[config.mk]
export PLATFORM = sky130hd
export DESIGN_NAME = add_seq
export DESIGN_NICKNAME = d
export VERILOG_FILES = /design/src/rtl/add_pkg.sv /design/src/rtl/add_slice.sv /design/src/rtl/fac.sv /design/src/rtl/add_seq.sv
export SDC_FILE = /design/constraint.sdc
export NUM_CORES = 1
export LEC_CHECK = 0
export ABC_AREA = 1
export CAP_MARGIN = 20
export CORE_MARGIN = 3
export CORE_UTILIZATION = 45
export CTS_CLUSTER_DIAMETER = 60
export DETAILED_ROUTE_END_ITERATION = 8
export MAX_ROUTING_LAYER = met4
export PLACE_DENSITY_LB_ADDON = 0.1
export SYNTH_ARGS = -nofsm -noshare
export SYNTH_HDL_FRONTEND = slang
export SYNTH_HIERARCHICAL = 1
export SYNTH_SLANG_ARGS = --single-unit
[constraint.sdc]
create_clock -name clk -period 3.7 [get_ports clk]
set_input_delay 0.74 -clock clk [delete_from_list [all_inputs] [get_ports clk]]
set_output_delay 0.74 -clock clk [all_outputs]
set_load 0.005 [all_outputs]
[src/rtl/add_pkg.sv]
// add_pkg: shared types and constants for the sequential adder/subtractor.
//   state_t : controller states IDLE, RUN, DONE
//   OP_ADD  : op value selecting x + y + ci
//   OP_SUB  : op value selecting x - y
package add_pkg;
   typedef enum logic [1:0] {IDLE, RUN, DONE} state_t;
   localparam logic OP_ADD = 1'b0;
   localparam logic OP_SUB = 1'b1;
endpackage

[src/rtl/add_slice.sv]
// add_slice: combinational SLICE-bit ripple adder built from fac cells.
//   a, b  : SLICE-bit addends
//   cin   : carry into bit 0
//   s     : SLICE-bit sum
//   cout  : carry out of the top bit
//   cmsb  : carry into the top bit (only with ADD_SEQ_OVF_EN)
module add_slice #(
   parameter int SLICE = 2
) (
   input  logic [SLICE-1:0] a,
   input  logic [SLICE-1:0] b,
   input  logic             cin,
   output logic [SLICE-1:0] s,
   output logic             cout
`ifdef ADD_SEQ_OVF_EN
   ,
   output logic             cmsb
`endif
);
   logic [SLICE:0] c;
   assign c[0] = cin;
   for (genvar i = 0; i < SLICE; i++) begin : g_fa
      fac u_fac (.a(a[i]), .b(b[i]), .ci(c[i]), .s(s[i]), .co(c[i+1]));
   end
   assign cout = c[SLICE];
`ifdef ADD_SEQ_OVF_EN
   assign cmsb = c[SLICE-1];
`endif
endmodule

[src/rtl/fac.sv]
// fac: single-bit full adder cell.
//   a, b, ci : addend bits and carry-in
//   s, co    : sum bit and carry-out
module fac (
   input  logic a,
   input  logic b,
   input  logic ci,
   output logic s,
   output logic co
);
   assign s  = a ^ b ^ ci;
   assign co = (a & b) | (ci & (a ^ b));
endmodule

[src/rtl/add_seq.sv]
// add_seq: multi-cycle adder/subtractor processing SLICE bits per cycle, LS slice first.
//   clk, rst      : clock and synchronous active-high reset
//   start, op     : request (taken in IDLE or DONE) and operation (0 add, 1 subtract)
//   x, y, ci      : operands and add carry-in, latched on accepted start
//   busy, done    : slices in progress / one-cycle result-valid pulse
//   z, co         : result and final carry-out (1 = no borrow on subtract)
//   ovf           : signed overflow, present only when ADD_SEQ_OVF_EN is defined
module add_seq
   import add_pkg::*;
#(
   parameter int WIDTH = 8,
   parameter int SLICE = 2
) (
   input  logic             clk,
   input  logic             rst,
   input  logic             start,
   input  logic             op,
   input  logic [WIDTH-1:0] x,
   input  logic [WIDTH-1:0] y,
   input  logic             ci,
   output logic             busy,
   output logic             done,
   output logic [WIDTH-1:0] z,
   output logic             co
`ifdef ADD_SEQ_OVF_EN
   ,
   output logic             ovf
`endif
);
   localparam int NSLICE = WIDTH / SLICE;
   localparam int CW = NSLICE > 1 ? $clog2(NSLICE) : 1;
   state_t state, state_n;
   logic [WIDTH-1:0] xl, yl;
   logic [CW-1:0] cnt;
   logic carry, accept, last, s_cout;
   logic [SLICE-1:0] a_sl, b_sl, s_sum;
`ifdef ADD_SEQ_OVF_EN
   logic s_cmsb;
`endif
   assign a_sl = xl[cnt*SLICE +: SLICE];
   assign b_sl = yl[cnt*SLICE +: SLICE];
   add_slice #(.SLICE(SLICE)) u_slice (
      .a(a_sl), .b(b_sl), .cin(carry), .s(s_sum), .cout(s_cout)
`ifdef ADD_SEQ_OVF_EN
      , .cmsb(s_cmsb)
`endif
   );
   // DONE accepts a new start just like IDLE, enabling back-to-back operations
   always_comb begin
      busy    = state == RUN;
      done    = state == DONE;
      accept  = start && !busy;
      last    = cnt == CW'(NSLICE - 1);
      state_n = accept ? RUN : busy ? (last ? DONE : RUN) : IDLE;
   end
   always_ff @(posedge clk) begin
      if (rst) begin
         state <= IDLE;
         xl    <= '0;
         yl    <= '0;
         cnt   <= '0;
         carry <= 1'b0;
         z     <= '0;
         co    <= 1'b0;
`ifdef ADD_SEQ_OVF_EN
         ovf   <= 1'b0;
`endif
      end else begin
         state <= state_n;
         if (accept) begin
            // subtract is x + ~y + 1, so the inverted operand and a forced carry-in are latched
            xl    <= x;
            yl    <= op == OP_SUB ? ~y : y;
            carry <= op == OP_ADD ? ci : 1'b1;
            cnt   <= '0;
            z     <= '0;
         end else if (busy) begin
            z[cnt*SLICE +: SLICE] <= s_sum;
            carry <= s_cout;
            cnt   <= cnt + CW'(1);
            if (last) begin
               co  <= s_cout;
`ifdef ADD_SEQ_OVF_EN
               ovf <= s_cout ^ s_cmsb;
`endif
            end
         end
      end
   end
endmodule
==> flow_results.org <==
** Die
- For this configuration, the core starts out at a cell density of 48.2%.
- Width of the die :: 63.7 um
- The floorplan step defined a die boundary enclosing 0.00405 mm2.
- Row generation in the floorplan step produced 20 rows.
- During I/O placement, the number of pins put on the boundary was 32.
- The total area inside the core boundary comes to 0.00310 mm2.
- Die outline height :: 63.7 um

** Timing
- Max Transition Viols Final :: 0
- Final worst-path setup slack :: 1020 ps
- RSZ-0062 raised after global routing :: false
- Setup violations remaining at the end of the flow were counted as 0.
- Final Hold Violating Endpoints :: 0
- Hold timing on the final database bottoms out at a slack of 465 ps.
- In the final timing run, aggregate negative setup slack is 0 ps.
- Based on the critical path, the design can be clocked at up to 0.373 GHz.
- Clock period minus worst slack :: 2680 ps
- Slew at the pin closest to its max-slew limit :: 453 ps
- Worst slew slack as a fraction of its limit :: 69.7%
- In the finished design, the share of the clock period the worst path needs comes to 72.4%.
- Clock skew :: 3.19 ps

** Worst setup path
- Launching point of the worst reg2reg path :: cnt[0]
- For the worst setup path, the data required time is 3950 ps.
- The critical path goes through inv_1 -> o21ai_0 -> o22ai_1 -> fa_1 -> fa_1 -> nand2_1 -> inv_1 -> nand3_1 -> a21oi_1.
- The worst setup path is launched from a flop.
- The worst setup path is captured at a flop.
- Across all register-to-register paths, the minimum setup slack is 1020 ps.
- Signal arrival time at the worst endpoint :: 2930 ps
- In this design, the stage delay of the slowest critical-path cell is 610 ps.
- In this run the worst path has a maximum fanout of 15.
- For this design, the slowest cell found on the critical path is sky130_fd_sc_hd__dfxtp_1.
- Endpoint of the worst-slack reg-to-reg timing path :: z[3]
- The cell family contributing the most delay on the critical path is adder cells.
- The number of cells on the worst reg-to-reg path is 9.
- Counting both buffers and inverters, the worst setup path holds a total of 2.
- The worst setup path is of the flop to flop kind.

** Final layout
- Area Overhead vs Synth :: 24.2%
- The number of antenna diodes in the final layout is 0.
- The finished layout holds 273 standard cells, fillers aside.
- Layout cell share with drive strength beyond 1 :: 7.42%
- Final Net Count :: 258
- Summing all non-filler instances in the final layout gives an area of 0.00186 mm2.
- Once layout is complete, the utilization of the core stands at 59.9%.

** Synth
- Area fraction of the dominant cell type after synthesis :: 40.1%
- By count the netlist is led by sky130_fd_sc_hd__nor2_1 (33), sky130_fd_sc_hd__dfxtp_1 (30), sky130_fd_sc_hd__nand2_1 (29), sky130_fd_sc_hd__o21ai_0 (20), sky130_fd_sc_hd__nand3_1 (17).
- Library cell with the largest summed area after synthesis :: sky130_fd_sc_hd__dfxtp_1
- Averaged over all synthesized cells, the footprint is 7.60 um2.
- Count of flip-flops with a built-in enable after synthesis :: 0
- Most numerous cell in the Yosys netlist :: sky130_fd_sc_hd__nor2_1
- Sequential fraction of the synthesis area :: 40.1%
- In the synthesized netlist the async set-or-reset flop fraction comes to 0%.
- In the synthesized netlist the dominant register cell turns out to be sky130_fd_sc_hd__dfxtp_1.
- The synthesized design contains 30 register bits.
- Syn nets :: 226
- Count of distinct cell types in the synthesized netlist :: 25
- Synthesized netlist cell count :: 197
- The Yosys step of the flow raised 6 warnings.
- Synthesized area :: 0.00150 mm2
- Ranked by total cell area, the synthesized netlist is headed by sky130_fd_sc_hd__dfxtp_1 (40%), sky130_fd_sc_hd__nor2_1 (8.3%), sky130_fd_sc_hd__nand2_1 (7.3%).

** Clock tree
- Max clock buf depth :: 2
- Clock-pin slew was measured on the worst setup and hold paths at 80 ps.
- Buffers inserted to repair hold after CTS numbered 0.
- Post-CTS repair changed the size of 0 cells.
- Counting the buffers created by CTS gives 5.
- Clock latency at the later pin of the worst-skew pair :: 320 ps
- CTS placed an instance of sky130_fd_sc_hd__clkbuf_4 at the clock tree root.
- Sink Count :: 30
- CTS tree :: built
- The H-tree generated during clock tree synthesis spans 2 levels.
- In this run the post-CTS setup repair buffer count came out at 0.

** Routing
- Top metal layer carrying routed signals :: met4
- Met3 routed wirelength :: 211 um
- Met2 wire len :: 1380 um
- Remaining number of nets flagged by the antenna check after routing :: 0
- Wire length reported by the detailed router :: 2980 um
- Wire length on met1 :: 1360 um
- Dividing the detail-routed wire length by the instance count gives 10.9 um.
- Total number of vias :: 1,336
- For this run, design rule violations remaining after detail routing come to 0.
- Number of design-rule violations left by the first detailed-router iteration :: 72
- Before antenna repair, the detailed router went through 4 iterations.
- Mean number of vias per cell :: 4.89

** GRT
- Maximum number of pins on one net before global-route repair :: 19
- The first global-routing pass estimated 5090 um of wire.
- Antenna violations before repair :: 0
- Overall track demand over capacity in global routing :: 16.2%
- Vias in the first global route :: 1,244
- For this run the aggregate overflow at the end of global routing stands at 0.

** Place
- Total half-perimeter wirelength after legalization and detailed placement :: 2270 um
- Number of cells in the design after placement :: 266
- Gpl congestion :: 0.861
- Quantity of I/O buffers inserted on ports :: 31
- The placed instances occupy a cell area of 0.00181 mm2.
- Prior to clock tree synthesis, the placed netlist has a worst setup slack of 1020 ps.

** Power
- The design draws 0.644 mW.
- The worst-case IR drop observed on VDD is 180 uV.
- In this run the power density over the cells is 347 mW/mm2.
- Static leakage :: 0.745 nW

** Min path
- The min-delay analysis places its worst path in the category flop to flop.
- Counting instances, the worst hold path has a depth of 2.
- For hold timing, the worst endpoint is z[2].
- Worst Min Path Start :: z[2]

** Outcome
- Result of the run :: completed

** Flow run
- Max Cap Viol :: 0
==> cells by family after synthesis <==
logic type | synth area share [%]
AOI/OAI and AO/OA | 13.6
xor gates and xnor gates | 4.68
adders and majority gates | 7.69
DFF | 40.1
buffers and inverters | 8.44
and+or+nand+nor | 25.4
==> final cells by class <==
type	instances	area, um2
Sequential cell	30	601
Inverter	20	77.6
Fill cell	313	1240
Multi-Input combinational cell	141	769
Tap cell	44	55.1
Timing Repair Buffer	31	310
Clock buffer	7	45.0
==> tightest hold or removal path: cells and delay by family, from the launching register on <==
kind,cells,cell delay [ps]
flops,1,320
simple gates,1,60
compound gates,1,50
==> placed cells by master (no fill, tap or decap), drive strengths merged <==
master and instances:
inv 20, o21ai 21, clkbuf 7, fa 2, clkdlybuf4s50 31, nor2 34
nand2 35, xor2 3, a21oi 14, ha 6, dfxtp 30, xnor2 5
nand3 17, o22ai 4
==> sequential cells by signal (all words and copies together), names as in the netlist <==
| signal | count |
|---|---|
| state | 2 |
| z | 8 |
| cnt | 2 |
| co | 1 |
| xl | 8 |
| yl | 8 |
| carry | 1 |
==> report_power, final <==
part,switching (mW),internal (mW)
clock,0.101,0.0715
sequential,0.0134,0.340
combinational,0.0630,0.0563
==> worst max-delay path by stage <==
| stage | from | to | slack (ps) | cells after the start |
|---|---|---|---|---|
| floorplan | cnt[0] | z[3] | 1530 | 10 |
| global placement | cnt[0] | z[3] | 1160 | 9 |
| detailed placement | cnt[0] | z[3] | 1020 | 9 |
| CTS | cnt[0] | z[3] | 1020 | 9 |
| global route | cnt[0] | z[7] | 750 | 9 |
| finish | cnt[0] | z[3] | 1020 | 9 |
==> layer usage <==
layer | global-route usage (%) | vias to the layer above
li1 | - | 694
met1 | 19.3 | 593
met2 | 25.2 | 44
met3 | 4.81 | 5
met4 | 7.55 | 0
met5 | - | -
Note: power is estimated with default switching activity, not from simulation.
